File: src/rtl/hazard_ctrl.sv
// hazard_ctrl: central hazard controller for the 5-stage pipeline.
// Derives stall / bubble / squash / freeze controls combinationally from the
// current ID operands, the EX load, EX redirects and memory busy. It also
// registers the last decision, runs a memory-freeze watchdog and, when
// HAZARD_PERF_CNT_EN is defined, keeps saturating hazard performance counters.
//
// State | meaning
// ------+-----------------------------------------------------------
// RUN   | 00: normal flow, PC and IF/ID advance
// STALL | 01: load-use, hold PC and IF/ID, bubble into ID/EX
// SQUASH| 10: EX redirect, flush IF/ID and ID/EX, PC takes target
// FREEZE| 11: data memory busy, whole pipeline holds
module hazard_ctrl #(
  parameter int unsigned WDOG_LIMIT = 255,
  parameter int unsigned CNT_W      = 32
) (
  input  logic             Clk,
  input  logic             Rst,
  input  logic [4:0]       IF_ID_Rs,
  input  logic [4:0]       IF_ID_Rt,
  input  logic             ID_UsesRs,
  input  logic             ID_UsesRt,
  input  logic             ID_EX_MemRead,
  input  logic [4:0]       ID_EX_Rt,
  input  logic             EX_Redirect,
  input  logic             Mem_Busy,
  output logic             PC_Write,
  output logic             IF_ID_Write,
  output logic             IF_ID_Flush,
  output logic             ID_EX_Flush,
  output logic             Pipe_Freeze,
  output logic [1:0]       State,
  output logic             Hazard_Timeout,
  output logic [CNT_W-1:0] Stall_Cnt,
  output logic [CNT_W-1:0] Flush_Cnt,
  output logic [CNT_W-1:0] Freeze_Cnt
);

  typedef enum logic [1:0] {
    ST_RUN    = 2'b00,
    ST_STALL  = 2'b01,
    ST_SQUASH = 2'b10,
    ST_FREEZE = 2'b11
  } state_e;

  localparam logic [15:0] WDOG_LIM = WDOG_LIMIT[15:0];

  state_e      dec_d;
  state_e      state_q;
  logic        lu;
  logic [15:0] wdog_q;
  logic [15:0] wdog_d;
  logic        timeout_q;
  logic        timeout_d;

  assign lu = ID_EX_MemRead && (ID_EX_Rt != 5'd0) &&
              ((ID_UsesRs && (IF_ID_Rs == ID_EX_Rt)) ||
               (ID_UsesRt && (IF_ID_Rt == ID_EX_Rt)));

  // Per-cycle decision; a redirect seen while busy is simply not acted on yet,
  // EX is frozen so it is still presented once memory is ready.
  always_comb begin
    dec_d = ST_RUN;
    if (Rst)              dec_d = ST_RUN;
    else if (Mem_Busy)    dec_d = ST_FREEZE;
    else if (EX_Redirect) dec_d = ST_SQUASH;
    else if (lu)          dec_d = ST_STALL;
  end

  // Pipeline-register controls decoded from the current decision.
  always_comb begin
    PC_Write    = 1'b1;
    IF_ID_Write = 1'b1;
    IF_ID_Flush = 1'b0;
    ID_EX_Flush = 1'b0;
    Pipe_Freeze = 1'b0;
    case (dec_d)
      ST_STALL: begin
        PC_Write    = 1'b0;
        IF_ID_Write = 1'b0;
        ID_EX_Flush = 1'b1;
      end
      ST_SQUASH: begin
        IF_ID_Flush = 1'b1;
        ID_EX_Flush = 1'b1;
      end
      ST_FREEZE: begin
        PC_Write    = 1'b0;
        IF_ID_Write = 1'b0;
        Pipe_Freeze = 1'b1;
      end
      default: ;
    endcase
  end

  // Watchdog next state: busy-run length saturating at 16 bits, sticky flag.
  always_comb begin
    wdog_d = 16'd0;
    if (Mem_Busy) wdog_d = (wdog_q == 16'hFFFF) ? wdog_q : wdog_q + 16'd1;
    timeout_d = timeout_q | (Mem_Busy && (wdog_d == WDOG_LIM));
  end

  // Registered decision and watchdog.
  always_ff @(posedge Clk) begin
    if (Rst) begin
      state_q   <= ST_RUN;
      wdog_q    <= 16'd0;
      timeout_q <= 1'b0;
    end else begin
      state_q   <= dec_d;
      wdog_q    <= wdog_d;
      timeout_q <= timeout_d;
    end
  end

  assign State          = state_q;
  assign Hazard_Timeout = timeout_q;

`ifdef HAZARD_PERF_CNT_EN
  localparam logic [CNT_W-1:0] CNT_ONE = {{(CNT_W-1){1'b0}}, 1'b1};

  logic [CNT_W-1:0] stall_cnt_q;
  logic [CNT_W-1:0] flush_cnt_q;
  logic [CNT_W-1:0] freeze_cnt_q;

  // Saturating per-decision counters; they stick at all-ones rather than wrap.
  always_ff @(posedge Clk) begin
    if (Rst) begin
      stall_cnt_q  <= '0;
      flush_cnt_q  <= '0;
      freeze_cnt_q <= '0;
    end else begin
      if (dec_d == ST_STALL  && !(&stall_cnt_q))  stall_cnt_q  <= stall_cnt_q + CNT_ONE;
      if (dec_d == ST_SQUASH && !(&flush_cnt_q))  flush_cnt_q  <= flush_cnt_q + CNT_ONE;
      if (dec_d == ST_FREEZE && !(&freeze_cnt_q)) freeze_cnt_q <= freeze_cnt_q + CNT_ONE;
    end
  end

  assign Stall_Cnt  = stall_cnt_q;
  assign Flush_Cnt  = flush_cnt_q;
  assign Freeze_Cnt = freeze_cnt_q;
`else
  assign Stall_Cnt  = '0;
  assign Flush_Cnt  = '0;
  assign Freeze_Cnt = '0;
`endif

endmodule

File: config.mk
export PLATFORM = sky130hd
export DESIGN_NAME = hazard_ctrl
export DESIGN_NICKNAME = d
export VERILOG_FILES = /design/src/rtl/hazard_ctrl.sv
export SDC_FILE = /design/constraint.sdc
export NUM_CORES = 1
export LEC_CHECK = 0
export BUFFER_PORTS_ARGS = -buffer_cell sky130_fd_sc_hd__buf_2
export CAP_MARGIN = 20
export CORE_MARGIN = 4
export CORE_UTILIZATION = 40
export CTS_CLUSTER_DIAMETER = 50
export DETAILED_ROUTE_END_ITERATION = 12
export GPL_TIMING_DRIVEN = 0
export PLACE_DENSITY = 0.89
export RECOVER_POWER = 100
export SYNTH_ARGS = -nofsm -noshare
export SYNTH_HDL_FRONTEND = slang
export SYNTH_SLANG_ARGS = --single-unit
File: constraint.sdc
create_clock -name Clk -period 5.2 [get_ports Clk]
set_clock_uncertainty 0.2 [all_clocks]
set_input_delay 1.56 -clock Clk [delete_from_list [all_inputs] [get_ports Clk]]
set_output_delay 1.56 -clock Clk [all_outputs]
set_load 0.1 [all_outputs]
# == Yosys cells after proc, flatten, opt, wreduce, memory -nomap -nowiden ==
# Index checks and enable logic that the tools add are counted.
# totals
out_inout_bits,104
inputBits,22
wordCells,31
reg_bits,19
# classes
n_reduce_logical,9
eq_ne,7
n_bitwise,1
n_addsub,1
mux,10
# op_table
op,n
$mux W16,2
$add A16 B1 Y16 const B,1
$eq A16 B16 Y1 const B,1
$eq A16 B8 Y1 const B,1
$eq A5 B5 Y1,2
$mux W2,3
$logic_and A1 B1 Y1,5
$mux W1,5
$reduce_bool A5 Y1,1
$eq A2 B2 Y1 const B,2
$reduce_or A2 Y1,2
$eq A2 B1 Y1 const B,1
$logic_or A1 B1 Y1,1
$or A1 B1 Y1,1

# == Depth between registers and ports, before layout ==
# depth
depth_word,11
mapped_depth,8
depth_no_buf,8

# == Least setup slack after synthesis ==
# OpenSTA, ideal clock, no wires.
# synth_path
path_type,input-to-output
start,in ID_EX_Rt[1]
end,out PC_Write
n_path_buf,1
required_ps,3440
arrival_time_ps,3469
path_stages,4
path_slack_ps,-29
cell_sequence,or4_1 -> o2111ai_1 -> a21o_1 -> buf_4
# synth_between
elab_chain_len,11
word_cells_on_any_way,16
cone_classes,eq/ne (4); mux (5); reduce/logical (7)
# synth_rtl
item,line,source
from (decl),24,"input logic [4:0] ID_EX_Rt,"
$eq A5 B5 Y1 (on tied branches),"57, 58",
$logic_and A1 B1 Y1 (on tied branches),"57, 58",
$logic_or A1 B1 Y1,57,((ID_UsesRs && (IF_ID_Rs == ID_EX_Rt)) ||
$logic_and A1 B1 Y1 (*),56,assign lu = ID_EX_MemRead && (ID_EX_Rt != 5'd0) &&
$mux W1 (*),67,else if (lu) dec_d = ST_STALL;
$mux W2 (*),66,else if (EX_Redirect) dec_d = ST_SQUASH;
$mux W2 (*),65,else if (Mem_Busy) dec_d = ST_FREEZE;
$mux W2 (*),64,if (Rst) dec_d = ST_RUN;
$eq A2 B2 Y1 / $eq A2 B1 Y1 (equally long branches),n/a,
$reduce_or A2 Y1 (no line) (*),n/a,
$mux W1 (*),n/a,
to (decl),27,"output logic PC_Write,"
# Every way passes the cells marked *; elsewhere a longest branch is shown, timed or not.

# == Worst setup path after layout ==
# layout_path
start,in ID_EX_Rt[1]
end,out ID_EX_Flush
# layout_between
elab_chain_len,11
word_cells_on_any_way,16
cone_classes,eq/ne (4); mux (5); reduce/logical (7)
# layout_rtl
item,line,source
$eq A5 B5 Y1 (on tied branches),"57, 58",
$logic_and A1 B1 Y1 (on tied branches),"57, 58",
$logic_or A1 B1 Y1,57,
$logic_and A1 B1 Y1 (*),56,
$mux W1 (*),67,
$mux W2 (*),66,
$mux W2 (*),65,
$mux W2 (*),64,
$eq A2 B2 Y1 / $eq A2 B1 Y1 (equally long branches),77,case (dec_d)
$reduce_or A2 Y1 (no line) (*),n/a,
$mux W1 (*),77,
to (decl),30,"output logic ID_EX_Flush,"
# Marks and branches as above.

==> out/metrics.yaml <==
critical_path:
  path_max_fanout: 3
  crit_path_start_kind: "primary input"
  crit_path_end_kind: "output port"
  path_class: "primary input to output port"
  crit_required_ns: 3.44
  crit_arrival_ns: 3.28
floorplanning:
  die_h_um: 75.2
  num_rows: 24
  start_util_pct: 41.5
  ioPinCount: 126
  die_w_um: 75.2
  core_area_um2: 4350
  fp.dieArea_um2: 5650
global_routing:
  grt.total_usage_pct: 12.2
  gr-usage-met3_pct: 2.67
  antenna_found_initial: 0
  grt_pass1_wl_um: 5510
  met1_usage_pct: 12.8
  grt_max_degree: 11
  grt_busiest_layer: "met2"
  first_global_vias: 1351
  met2_usage_pct: 22.9
  grt_overflow: 0
routing:
  drt_wl_total_um: 3790
  drt_iter0_markers: 58
  vias: 1597
  drtPass1Iterations: 4
  vias_per_cell: 3.91
  post_drt_wl_per_cell_um: 9.29
  drc: 0
  ant_nets: 0
clocking:
  cts_setup_buffers: 0
  htreeDepth: 1
  clk_pin_slew_ns: 0.06
  numCtsBuffers: 3
  cts_tree: "yes"
  cts_hold_buf: 0
  insertion_delay_ns: 0.26
  root_buffer: "clkbuf_8"
  clockBufferDepth: 2
  clock-sinks: 19
synthesis:
  ys_types: 32
  async_flop_share_pct: 0
  yosys_warnings: 0
  syn_avg_cell_area_um2: 7.92
  synth.ff_latch_count: 19
  yosys.area.top_type: "buf_4"
  synth_area_um2: 1810
  yosysTopAreaCellShare_pct: 40.3
  synth-edff-count: 0
  ys.flop_type: "dfxtp_1"
  synth_area_leaders: "buf_4 (40%), dfxtp_1 (21%), xor2_1 (5.8%)"
  synthCells: 228
  synth-seq-area-share_pct: 21.1
power:
  power_density_nw_per_um2: 278
  total_leakage_power_nw: 1.33
  peakVddDrop_uv: 134
cells_and_area:
  nets: 381
  fillers: 418
  final_util_pct: 55.5
  stdcell_area_um2: 2420
  synthToLayoutAreaGrowth_pct: 33.8
  drive_above_1_share_pct: 35.4
  n_antenna_cell: 0
sta:
  whs_ns: 0.273
  finalSetupViolCount: 0
  worst_slack_ns: 0.160
  hold_viol: 0
  worstMarginPinSlew_ns: 1.19
  rsz0062_at_grt: "no"
  finalWorstPathRequiredPeriod_ns: 5.04
  drv_slew: 0
  post-route-period-util_pct: 96.9
  relSlewSlack_pct: 21.3
  timing.fmax_ghz: 0.198
flow_run:
  maxCapViolations: 0
placed_design:
  gp_congestion: 0.816
  port_buffers: 29
  dpl.hpwl_um: 3260
  placed_area_um2: 2370
  pre_cts_slack_ns: -0.0135
outcome:
  status: "complete, no violations"
min_path:
  hold_class: "flop to flop"
## repair_timing
action	in CTS	in global routing
setup endpoints to repair	1	1
pin swaps	0	0
resized for setup	1	1
endpoints found under the hold margin	0	0
## cell type report
type / instances / area, µm² / area share [%]
Sequential cell: 19 / 380 / 15.7
Buffer: 100 / 741 / 30.7
Clock buffer: 4 / 45.0 / 1.86
Multi-Input combinational cell: 196 / 1010 / 41.8
Inverter: 8 / 30.0 / 1.24
Timing Repair Buffer: 29 / 144 / 5.96
Tap cell: 52 / 65.1 / 2.69
## synth_stat cells, drive strengths merged (2+ instances only)
cell    number
buf        100
dfxtp       19
nor2        18
xor2        12
nand3        9
inv          8
nand2        7
nand4        6
mux2i        5
nor3         5
xnor2        5
a21oi        4
nor4         4
o21ai        4
a31oi        3
or4          3
a211oi       2
a21o         2
ha           2
## where the power goes
part	leakage, nW	switching, W	internal, W
clock	0.0228	0.0000482	0.0000545
sequential	0.154	0.00000112	0.000147
combinational	1.15	0.000354	0.0000656
total	1.33	0.000404	0.000267
## layout by cell type (no fill, tap or decap), drive strengths merged
master | netlist | routed
or3 | 1 | 1
nor2 | 18 | 18
dfxtp | 19 | 19
o31ai | 1 | 1
o211ai | 1 | 1
a21o | 2 | 2
a31oi | 3 | 3
nand2 | 7 | 7
xor2 | 12 | 12
or4 | 3 | 3
conb | 1 | 96
o41ai | 1 | 1
and4 | 1 | 1
buf | 100 | 118
nand3 | 9 | 9
nor4 | 4 | 4
a211oi | 2 | 2
ha | 2 | 2
inv | 8 | 8
clkbuf | 0 | 15
o2111ai | 1 | 1
a21oi | 4 | 4
nor3 | 5 | 5
nand2b | 1 | 1
o21ai | 4 | 4
a32o | 1 | 1
nand4 | 6 | 6
xnor2 | 5 | 5
a22o | 1 | 1
mux2i | 5 | 5
## stage by stage
| step | std cells | total power [W] | TNS (ns) |
|---|---|---|---|
| after floorplan | 323 | 0.000549 | 0 |
| after global placement | 404 | 0.000565 | -0.00634 |
| after detailed placement | 404 | 0.000566 | -0.0135 |
| after CTS | 408 | 0.000668 | 0 |
| after global routing | 408 | 0.000693 | 0 |
| final | 408 | 0.000671 | 0 |
## cells by family after synthesis
family / synth area share, %
buffers and inverters: 42.8
other: 0.208
AOI/OAI and AO/OA: 7.76
DFF: 21.1
adders and majority gates: 1.39
and+or+nand+nor: 15.8
xor gates and xnor gates: 8.25
muxes: 2.77
## final timing paths
kind	start	to	slack [ns]	cells past startpoint
max	ID_EX_Rt[1]	ID_EX_Flush	0.16	10
min	Hazard_Timeout	Hazard_Timeout	0.27	1
max reg2reg	wdog_q[0]	Hazard_Timeout	2.39	8
min reg2reg	Hazard_Timeout	Hazard_Timeout	0.27	1
## critical path: stages
cell and delay [ns]:
buf_2 0.12, xor2_1 0.16, nor4_1 0.31, nand3_1 0.11, nand2_1 0.07, o2111ai_1 0.17, a21o_1 0.22, ha_1 0.28
inv_1 0.07, buf_6 0.22
## sequential cells by signal (all words and copies together), names as in the netlist
signal          count
wdog_q             16
State               2
Hazard_Timeout      1
## metal layers
| layer | part of all wire [%] | vias up |
|---|---|---|
| li1 | - | 826 |
| met1 | 33 | 681 |
| met2 | 54 | 81 |
| met3 | 10 | 9 |
| met4 | 2.5 | 0 |
| met5 | 0 | - |
Power figures use the tool's default switching activity.
